===== config.mk =====
export PLATFORM = sky130hd
export DESIGN_NAME = synthesizer_top
export DESIGN_NICKNAME = d
export VERILOG_FILES = /design/src/rtl/synthesizer_top.sv
export SDC_FILE = /design/constraint.sdc
export NUM_CORES = 2
export LEC_CHECK = 0
export BUFFER_PORTS_ARGS = -buffer_cell sky130_fd_sc_hd__buf_2
export CORE_MARGIN = 1
export CORE_UTILIZATION = 45
export DETAILED_ROUTE_END_ITERATION = 10
export GPL_TIMING_DRIVEN = 0
export PLACE_DENSITY = 0.71
export SYNTH_ARGS = -nofsm -noshare
export SYNTH_HDL_FRONTEND = slang
export SYNTH_SLANG_ARGS = --single-unit

===== constraint.sdc =====
create_clock -name clk -period 14.5 [get_ports clk]
set_clock_uncertainty 0.2 [all_clocks]
set_input_delay 2.175 -clock clk [delete_from_list [all_inputs] [get_ports clk]]
set_output_delay 2.175 -clock clk [all_outputs]
set_load 0.01 [all_outputs]

===== src/rtl/synthesizer_top.sv =====
// Polyphonic oscillator mixer: Avalon-MM note commands, one mixed 24-bit sample every SAMPLE_DIV clocks.
// Sample appears VOICES+1 cycles after the counter wraps; commands and reads never stall; the stream has no backpressure.
module synthesizer_top #(
  parameter int VOICES     = 8,
  parameter int SAMPLE_DIV = 1042
) (
  input  logic               clk,
  input  logic               reset,
  input  logic               avs_s0_write,
  input  logic               avs_s0_read,
  input  logic [31:0]        avs_s0_writedata,
  output logic [31:0]        avs_s0_readdata,
  output logic               o_dac_out,
  output logic [31:0]        aso_ss0_data,
  output logic               aso_ss0_valid,
  output logic signed [23:0] current_out
);

  localparam int CW = $clog2(SAMPLE_DIV);
  localparam int VW = $clog2(VOICES);
  localparam logic signed [21:0] AMP = 22'sd1048575;

  typedef enum logic [1:0] {WAVE_SINE, WAVE_SQUARE, WAVE_SAW, WAVE_TRI} wave_t;

  // Tuning words are elaboration-time constants; the real math never reaches hardware.
  function automatic logic [31:0] calc_tw(input int n);
    real         fs, f, base;
    logic [31:0] b;
    fs   = 100.0e6 / SAMPLE_DIV;
    f    = 440.0 * (2.0 ** ((real'(120 + (n % 12)) - 69.0) / 12.0));
    base = f * 4294967296.0 / fs;
    b    = 32'(longint'(base));
    return b >> (10 - (n / 12));
  endfunction

  function automatic logic signed [21:0] wave_val(input logic [31:0] ph, input wave_t w);
    logic [15:0]        p;
    logic [14:0]        x, u;
    logic [30:0]        prod;
    logic [22:0]        shr;
    logic [20:0]        m;
    logic signed [21:0] r;
    p    = ph[31:16];
    x    = p[14:0];
    u    = p[15] ? ~x : x;
    prod = {16'b0, x} * {15'b0, 16'd32768 - {1'b0, x}};
    shr  = prod[30:8];
    m    = (shr > 23'd1048575) ? 21'h0FFFFF : shr[20:0];
    case (w)
      WAVE_SQUARE: r = p[15] ? -AMP : AMP;
      WAVE_SAW:    r = $signed({~p[15], ~p[15], p[14:0], 5'b0});
      WAVE_TRI:    r = $signed({1'b0, u, 6'b0}) - 22'sd1048576;
      default:     r = p[15] ? -$signed({1'b0, m}) : $signed({1'b0, m});
    endcase
    return r;
  endfunction

  function automatic logic signed [23:0] sat24(input logic signed [27:0] v);
    if (v > 28'sd8388607)       return 24'sh7FFFFF;
    else if (v < -28'sd8388608) return 24'sh800000;
    else                        return v[23:0];
  endfunction

  logic [31:0] tw_rom [128];
  for (genvar g = 0; g < 128; g++) begin : g_rom
    localparam logic [31:0] TW = calc_tw(g);
    assign tw_rom[g] = TW;
  end

  logic [VOICES-1:0]  active;
  logic [6:0]         note  [VOICES];
  logic [31:0]        phase [VOICES];
  wave_t              wave;
  logic [CW-1:0]      cnt;
  logic signed [27:0] mix;
  logic [24:0]        dac_acc;

  logic               cmd_on;
  logic [6:0]         cmd_note;
  logic [VOICES-1:0]  hit_vec;
  logic               any_free;
  logic [VW-1:0]      free_idx;
  logic               in_slot;
  logic [VW-1:0]      vidx;
  logic signed [21:0] vsample;
  logic [31:0]        status;
  logic               unused_wd;

  assign cmd_on    = avs_s0_writedata[15];
  assign cmd_note  = avs_s0_writedata[14:8];
  assign unused_wd = ^{avs_s0_writedata[31:16], avs_s0_writedata[7:0]};
  assign in_slot   = (cnt != '0) && (cnt <= CW'(VOICES));
  assign vidx      = VW'(cnt - 1'b1);
  assign vsample   = wave_val(phase[vidx], wave);

  // Lowest free voice wins because the scan runs downward.
  always_comb begin
    hit_vec  = '0;
    any_free = 1'b0;
    free_idx = '0;
    for (int i = VOICES - 1; i >= 0; i--) begin
      hit_vec[i] = active[i] && (note[i] == cmd_note);
      if (!active[i]) begin
        any_free = 1'b1;
        free_idx = VW'(i);
      end
    end
  end

  always_comb begin
    status               = '0;
    status[VOICES-1:0]   = active;
    status[17:16]        = wave;
  end

  // Commands are applied after the slot update so they take effect immediately.
  always_ff @(posedge clk or posedge reset) begin
    if (reset) begin
      active          <= '0;
      for (int i = 0; i < VOICES; i++) begin
        note[i]  <= '0;
        phase[i] <= '0;
      end
      wave            <= WAVE_SINE;
      cnt             <= '0;
      mix             <= '0;
      current_out     <= '0;
      aso_ss0_valid   <= 1'b0;
      avs_s0_readdata <= '0;
    end else begin
      aso_ss0_valid <= 1'b0;
      cnt <= (cnt == CW'(SAMPLE_DIV - 1)) ? '0 : cnt + 1'b1;
      if (cnt == '0) begin
        mix <= '0;
      end else if (in_slot) begin
        if (active[vidx]) begin
          mix         <= mix + {{6{vsample[21]}}, vsample};
          phase[vidx] <= phase[vidx] + tw_rom[note[vidx]];
        end
      end else if (cnt == CW'(VOICES + 1)) begin
        current_out   <= sat24(mix);
        aso_ss0_valid <= 1'b1;
      end

      if (avs_s0_read) avs_s0_readdata <= status;

      if (avs_s0_write) begin
        if (cmd_on) begin
          if (cmd_note == 7'd0) begin
            wave <= wave_t'(wave + 2'd1);
          end else if ((hit_vec == '0) && any_free) begin
            active[free_idx] <= 1'b1;
            note[free_idx]   <= cmd_note;
            phase[free_idx]  <= '0;
          end
        end else if (cmd_note == 7'd127) begin
          active <= '0;
        end else if (cmd_note != 7'd0) begin
          active <= active & ~hit_vec;
        end
      end
    end
  end

  always_ff @(posedge clk or posedge reset) begin
    if (reset) dac_acc <= '0;
    else       dac_acc <= {1'b0, dac_acc[23:0]} + {1'b0, current_out ^ 24'h800000};
  end

  assign o_dac_out    = dac_acc[24];
  assign aso_ss0_data = {{8{current_out[23]}}, current_out};

endmodule


# ---- Word level (Yosys, flattened, before mapping)
# Memories as Yosys holds them, arrays and structs flattened.
# Index checks and enable logic that the tools add are counted.
dict set report totals {
  ff_bits 421
  rom_bits 4096
  elab_cells 165
  memories 1
}
dict set report classes {
  add_sub_neg 9
  n_mul 1
  order_cmp 12
  n_eq_ne 16
  mux 62
  bitwise_logic 14
  n_reduce_logical 26
}
# name words width read_ports rd_ports_with_merged_regs write_ports line
set memory_table {}
lappend memory_table {{(name not given)} 128 32 1 0 0 138} ;# phase[vidx] <= phase[vidx] + tw_rom[note[vidx]];
# operator n
set op_table {}
lappend op_table {{256-bit two-way mux} 7}
lappend op_table {{256-bit bitwise AND} 1}
lappend op_table {{256-bit bitwise mux} 1}
lappend op_table {{256-bit inverter} 1}
lappend op_table {{32-bit demux with 3-bit select} 2}
lappend op_table {{32-bit two-way mux} 6}
lappend op_table {{32-bit binary-select mux with 3-bit select} 1}
lappend op_table {{28-bit two-way mux} 3}
lappend op_table {{22-bit case mux with 3 select lines} 1}
lappend op_table {{56-bit bitwise mux} 1}
lappend op_table {{7-bit equality test} 8}
lappend op_table {{24-bit two-way mux} 2}
lappend op_table {{22-bit two-way mux} 2}
lappend op_table {{8-bit two-way mux} 5}
lappend op_table {{32-bit adder} 1}
lappend op_table {{15-bit by 16-bit multiplier with 31-bit output} 1}
lappend op_table {{28-bit adder} 1}
lappend op_table {{28-bit by 24-bit greater-than comparator with 1-bit output (second input constant)} 1}
lappend op_table {{28-bit by 24-bit < comparator with 1-bit output (second input constant)} 1}
lappend op_table {{24-bit by 24-bit adder with 25-bit output} 1}
lappend op_table {{3-bit two-way mux} 8}
lappend op_table {{23-bit by 20-bit greater-than comparator with 1-bit output (second input constant)} 1}
lappend op_table {{21-bit negator with 22-bit output} 1}
lappend op_table {{21-bit by 21-bit subtractor with 22-bit output (second input constant)} 1}
lappend op_table {{other kinds (44)} 82}

# ---- Logic depth before layout (Yosys ltp)
dict set report depth {
  depth_word 19
  ltp_mapped 68
  depth_no_buf 56
}

# ---- Worst setup path after synthesis
# No wires, ideal clock.
dict set report synth_path {
  kind {reg2reg}
  startpoint {reg cnt[0]}
  endpoint {reg mix[24]}
  setup_time_ps 69
  arrival_ps 14356
  t_required_ps 14231
  setup_slack_ps -125
  stages_incl_launch_ff 65
  n_path_buf 12
  synth_period_minus_slack_ps 14625
  path_cell_list {dfrtp_1 inv_1 clkbuf_1 clkbuf_1 clkbuf_1 ha_1 buf_2 inv_1 buf_2 buf_2 mux4_2 and2_1 a221oi_1 clkbuf_1 buf_1 ha_1 nand2_1 or4_1 [... 29 more ...] nand3_1 nor3b_2 inv_1 a21oi_1 o22ai_1 a21oi_1 ha_1 and3_1 nand2_1 o21ai_0 a31oi_1 a21oi_1 o31ai_1 a31oi_1 a31oi_1 o21ai_0 or3_1 nand3_1}
}
dict set report synth_between {
  elab_chain_len 16
}
# item line
set synth_lines {}
lappend synth_lines {{start: declaration} 74} ;# logic [CW-1:0] cnt;
lappend synth_lines {{start signal: assignment} 132} ;# cnt <= (cnt == CW'(SAMPLE_DIV - 1)) ? '0 : cnt + 1'b1;
lappend synth_lines {{3-bit by 1-bit subtractor with 3-bit output} 93} ;# assign vidx = VW'(cnt - 1'b1);
lappend synth_lines {{3-bit inverter with 4-bit output (implied by the code)} 94} ;# assign vsample = wave_val(phase[vidx], wave);
lappend synth_lines {{32-bit binary-select mux with 3-bit select} 94}
lappend synth_lines {{32-bit two-way mux (implied by the code) (2 in series)} 94}
lappend synth_lines {{16-bit by 15-bit subtractor with 16-bit output} 46} ;# prod = {16'b0, x} * {15'b0, 16'd32768 - {1'b0, x}};
lappend synth_lines {{15-bit by 16-bit multiplier with 31-bit output} 46}
lappend synth_lines {{23-bit by 20-bit greater-than comparator with 1-bit output} 48} ;# m = (shr > 23'd1048575) ? 21'h0FFFFF : shr[20:0];
lappend synth_lines {{21-bit two-way mux} 48}
lappend synth_lines {{21-bit negator with 22-bit output} 53} ;# default: r = p[15] ? -$signed({1'b0, m}) : $signed({1'b0, m});
lappend synth_lines {{22-bit two-way mux} 53}
lappend synth_lines {{22-bit case mux with 3 select lines} 49} ;# case (w)
lappend synth_lines {{28-bit adder} 137} ;# mix <= mix + {{6{vsample[21]}}, vsample};
lappend synth_lines {{28-bit two-way mux} 136} ;# if (active[vidx]) begin
lappend synth_lines {{28-bit two-way mux} 135} ;# end else if (in_slot) begin
lappend synth_lines {{28-bit two-way mux} 133} ;# if (cnt == '0) begin
lappend synth_lines {{end signal: assignment} 137}
lappend synth_lines {{end: declaration} 75} ;# logic signed [27:0] mix;
# Several ways; a longest one is shown, not always the timed one. The select of a mux whose other input is x is not followed.
# A chain may end at the register's enable or synchronous reset.

# ---- Worst setup path in the final report
dict set report layout_path {
  startpoint {reg cnt[0]}
  endpoint {reg mix[27]}
}
# The elaborated chain is that of the path after synthesis.

==> results.md <==
- Outcome: finished with violations
- Failing checks: capacitance limit, slew limit
- Main flop type after synthesis: dfrtp_1
- Final HPWL DP: approximately 96 mm
- Actual slew at the worst max-slew pin: about 1.5 ns
- Row cnt: a little over 100
- Metal2 WL: about 60 mm
- Total via count in the routed design: about 34000
- Yosys reg bits: 421
- Routed Wire Length: 131 mm
- Wire length on met3: between 10 and 15 mm
- Clock buffer depth: 3
- Hold crit path type: flop to flop
- FMAX: 0.0713 GHz
- Area grow syn2layout: 12.8%
- Die ar.: between 80000 and 90000 sq um
- Detail Route Antenna Nets: 0
- Initial Util: about 46%
- Syn. warnings: 0
- Global placer's final weighted congestion: between 1 and 1.5
- Worst relative slew slack: -0.574%
- CP peak stage delay: about 0.55 ns
- TNS Setup: 0 ns
- Max-cap violations: 2
- Diodes inserted: 0
- Tcrit/Tclk final: 96.7%
- CP Max Fanout: 11
- Via density: about 6
- Sequential fraction of the synthesis area: ~29%
- Grt total ovfl: 0
- Crit path kind: flop to flop
- Vias in the first global route: roughly 33000
- Fillers: between 7000 and 8000
- Layout cells sized above 1: 13.0%
- Detailed Routing Iterations Pass 1: 8
- Total global-route track usage: 31.6%
- Worst endpoint data arrival time: ~14 ns
- CTS tree: yes
- Chip height: around 290 um
- Violation count after the first detailed-route iteration: 4142
- CTS H-Tree Depth: 2
- Mapped cell area: 36100 sq um
- Nets: just under 5000
- DR DRC count: 0
- Cts bufs inserted: 46
- Syn Area/Cell: between 8 and 9 sq um
- First-pass GRT wire length: 198 mm
- Initial antenna violation count: 2
- Async S/R FF share, synth: 100%
- # IOs: around 130
- Slowest cell on the critical path: fa_1
- WL/cell: 23.3 um
- Hold_buf cts: 0
- Die W: ~290 um
- Clock Root Buffer: clkbuf_16
- Top Metal Used: met5
- Wire length on met1: 50.5 mm
- Synth Instances: approximately 4300
- Final Hold Fails: 0
- Final setup violation count: 0
- Largest net degree at the start of global routing: 130
- Worst path required time: about 15 ns
- Core box area: approximately 79000 sq um
- Clock Latency Late Sink: ~0.6 ns
- Clock transition at path regs: ~0.060 ns
- Number of synthesized flops with an enable pin: 0
- Clock sinks: about 420
- Yosys cell types: just under 100
- Crit path time final: ~14 ns
- I/O Buffers: between 70 and 80
- Critical path capture point type: flop
- CP startpoint kind: flop
- Final Slew Violations: 10
## through the flow
stage	setup slack, ns	util, %	instance area, sq um	hold slack, ns	std cells
2_1_floorplan	0.122	-	36200	0.243	4362
3_3_place_gp	-4.70	47.9	37900	0.253	5483
3_5_place_dp	-4.54	48.0	38000	0.288	5490
4_1_cts	0.0104	50.8	40200	0.301	5594
5_1_grt	-0.117	51.4	40700	0.308	5621
6_report	0.472	51.4	40700	0.297	5621
## layout by cell type, fill, tap and decap left out, types with 17 or more instances in the layout
cell type,synthesis,routed
or2_2,48,47
clkbuf_2,1,17
buf_1,40,33
a31oi_1,35,32
a211oi_1,76,73
buf_2,57,118
mux2i_1,66,66
nor2b_1,19,18
nand3_1,77,75
o22ai_1,30,30
o211ai_1,25,25
nand4_1,20,20
o21ai_0,187,181
clkbuf_1,184,165
mux2_2,76,76
xnor2_1,116,115
ha_1,214,203
nand2_1,705,701
nand2b_1,63,63
nor2_1,425,423
inv_1,277,274
or3_1,21,21
o21a_1,18,18
nor3_1,65,62
clkbuf_16,0,50
buf_4,55,114
a221oi_1,21,18
and2_1,17,17
a21oi_1,444,434
fa_1,182,181
conb_1,2,37
dfrtp_1,421,420
xor2_1,54,53
a21o_1,38,38
mux4_2,24,24
## logic make-up after synthesis
| group | Yosys count | synth area share [%] |
|---|---|---|
| XOR/XNOR | 172 | 4.22 |
| flip-flops | 421 | 29.2 |
| adder cells (fa/ha/maj) | 396 | 17.5 |
| other | 2 | 0.0208 |
| AO/OA/AOI/OAI | 1034 | 17.7 |
| buffers and inverters | 614 | 7.16 |
| multiplexers | 166 | 5.70 |
| AND/OR/NAND/NOR | 1522 | 18.4 |
## routing by layer
layer  vias up  track usage, %
met5         -               0
met4         2            16.2
met3       457            6.74
li1      15080               -
met2      2090            49.5
met1     16669            41.0
## state kept, by name, indices dropped and copies added (netlist names)
register / flops
phase: 256
note: 56
mix: 28
dac_acc: 25
current_out: 24
cnt: 11
avs_s0_readdata: 10
active: 8
wave: 2
aso_ss0_valid: 1
## cell usage after synthesis, types with 57 or more instances
cell type	count	area [sq um]
mux2i_1	66	661
nor2_1	425	1600
o21ai_0	187	936
buf_2	57	285
dfrtp_1	421	10500
a21oi_1	444	2220
a211oi_1	76	571
mux2_2	76	856
ha_1	214	2680
xnor2_1	116	1020
fa_1	182	3640
nand2_1	705	2650
clkbuf_1	184	691
nand3_1	77	385
inv_1	277	1040
nand2b_1	63	394
nor3_1	65	325
## critical path, delay by kind of cell (launching register included)
family	cells	cell delay (ns)
fa+ha+maj	11	4.24
compound gates	19	3.56
simple gates	11	2.47
buf+inv	14	2.09
mux	3	0.64
flops	1	0.47
xor+xnor	1	0.21
## final timing paths
check | from | end | slack (ns) | cells past startpoint
max | cnt[0] | mix[27] | 0.47 | 59
min | dac_acc[0] | dac_acc[0] | 0.30 | 1
max reg2reg | cnt[0] | mix[27] | 0.47 | 59
min reg2reg | dac_acc[0] | dac_acc[0] | 0.30 | 1
max in group asynchronous | reset | phase[17] | 10.56 | 5
min in group asynchronous | reset | dac_acc[13] | 1.45 | 2
## repair_timing
item,4_1_cts,5_1_grt
gates resized for setup,104,89
buffers inserted,25,28
setup endpoints to repair,28,17
gates cloned,0,0
pin swaps,16,23
## final cells by class
class | instances | area (sq um) | share of cell area (%)
Tap cell | 1050 | 1310 | 3.23
Multi-Input combinational cell | 3327 | 23500 | 57.8
Clock buffer | 66 | 1330 | 3.26
Clock inverter | 19 | 287 | 0.705
Buffer | 330 | 1780 | 4.38
Timing Repair Buffer | 131 | 882 | 2.17
Sequential cell | 421 | 10500 | 25.9
Inverter | 277 | 1050 | 2.58
Power is not shown: default switching activity piles up to over one toggle a cycle in this logic, so the estimate is an artifact.
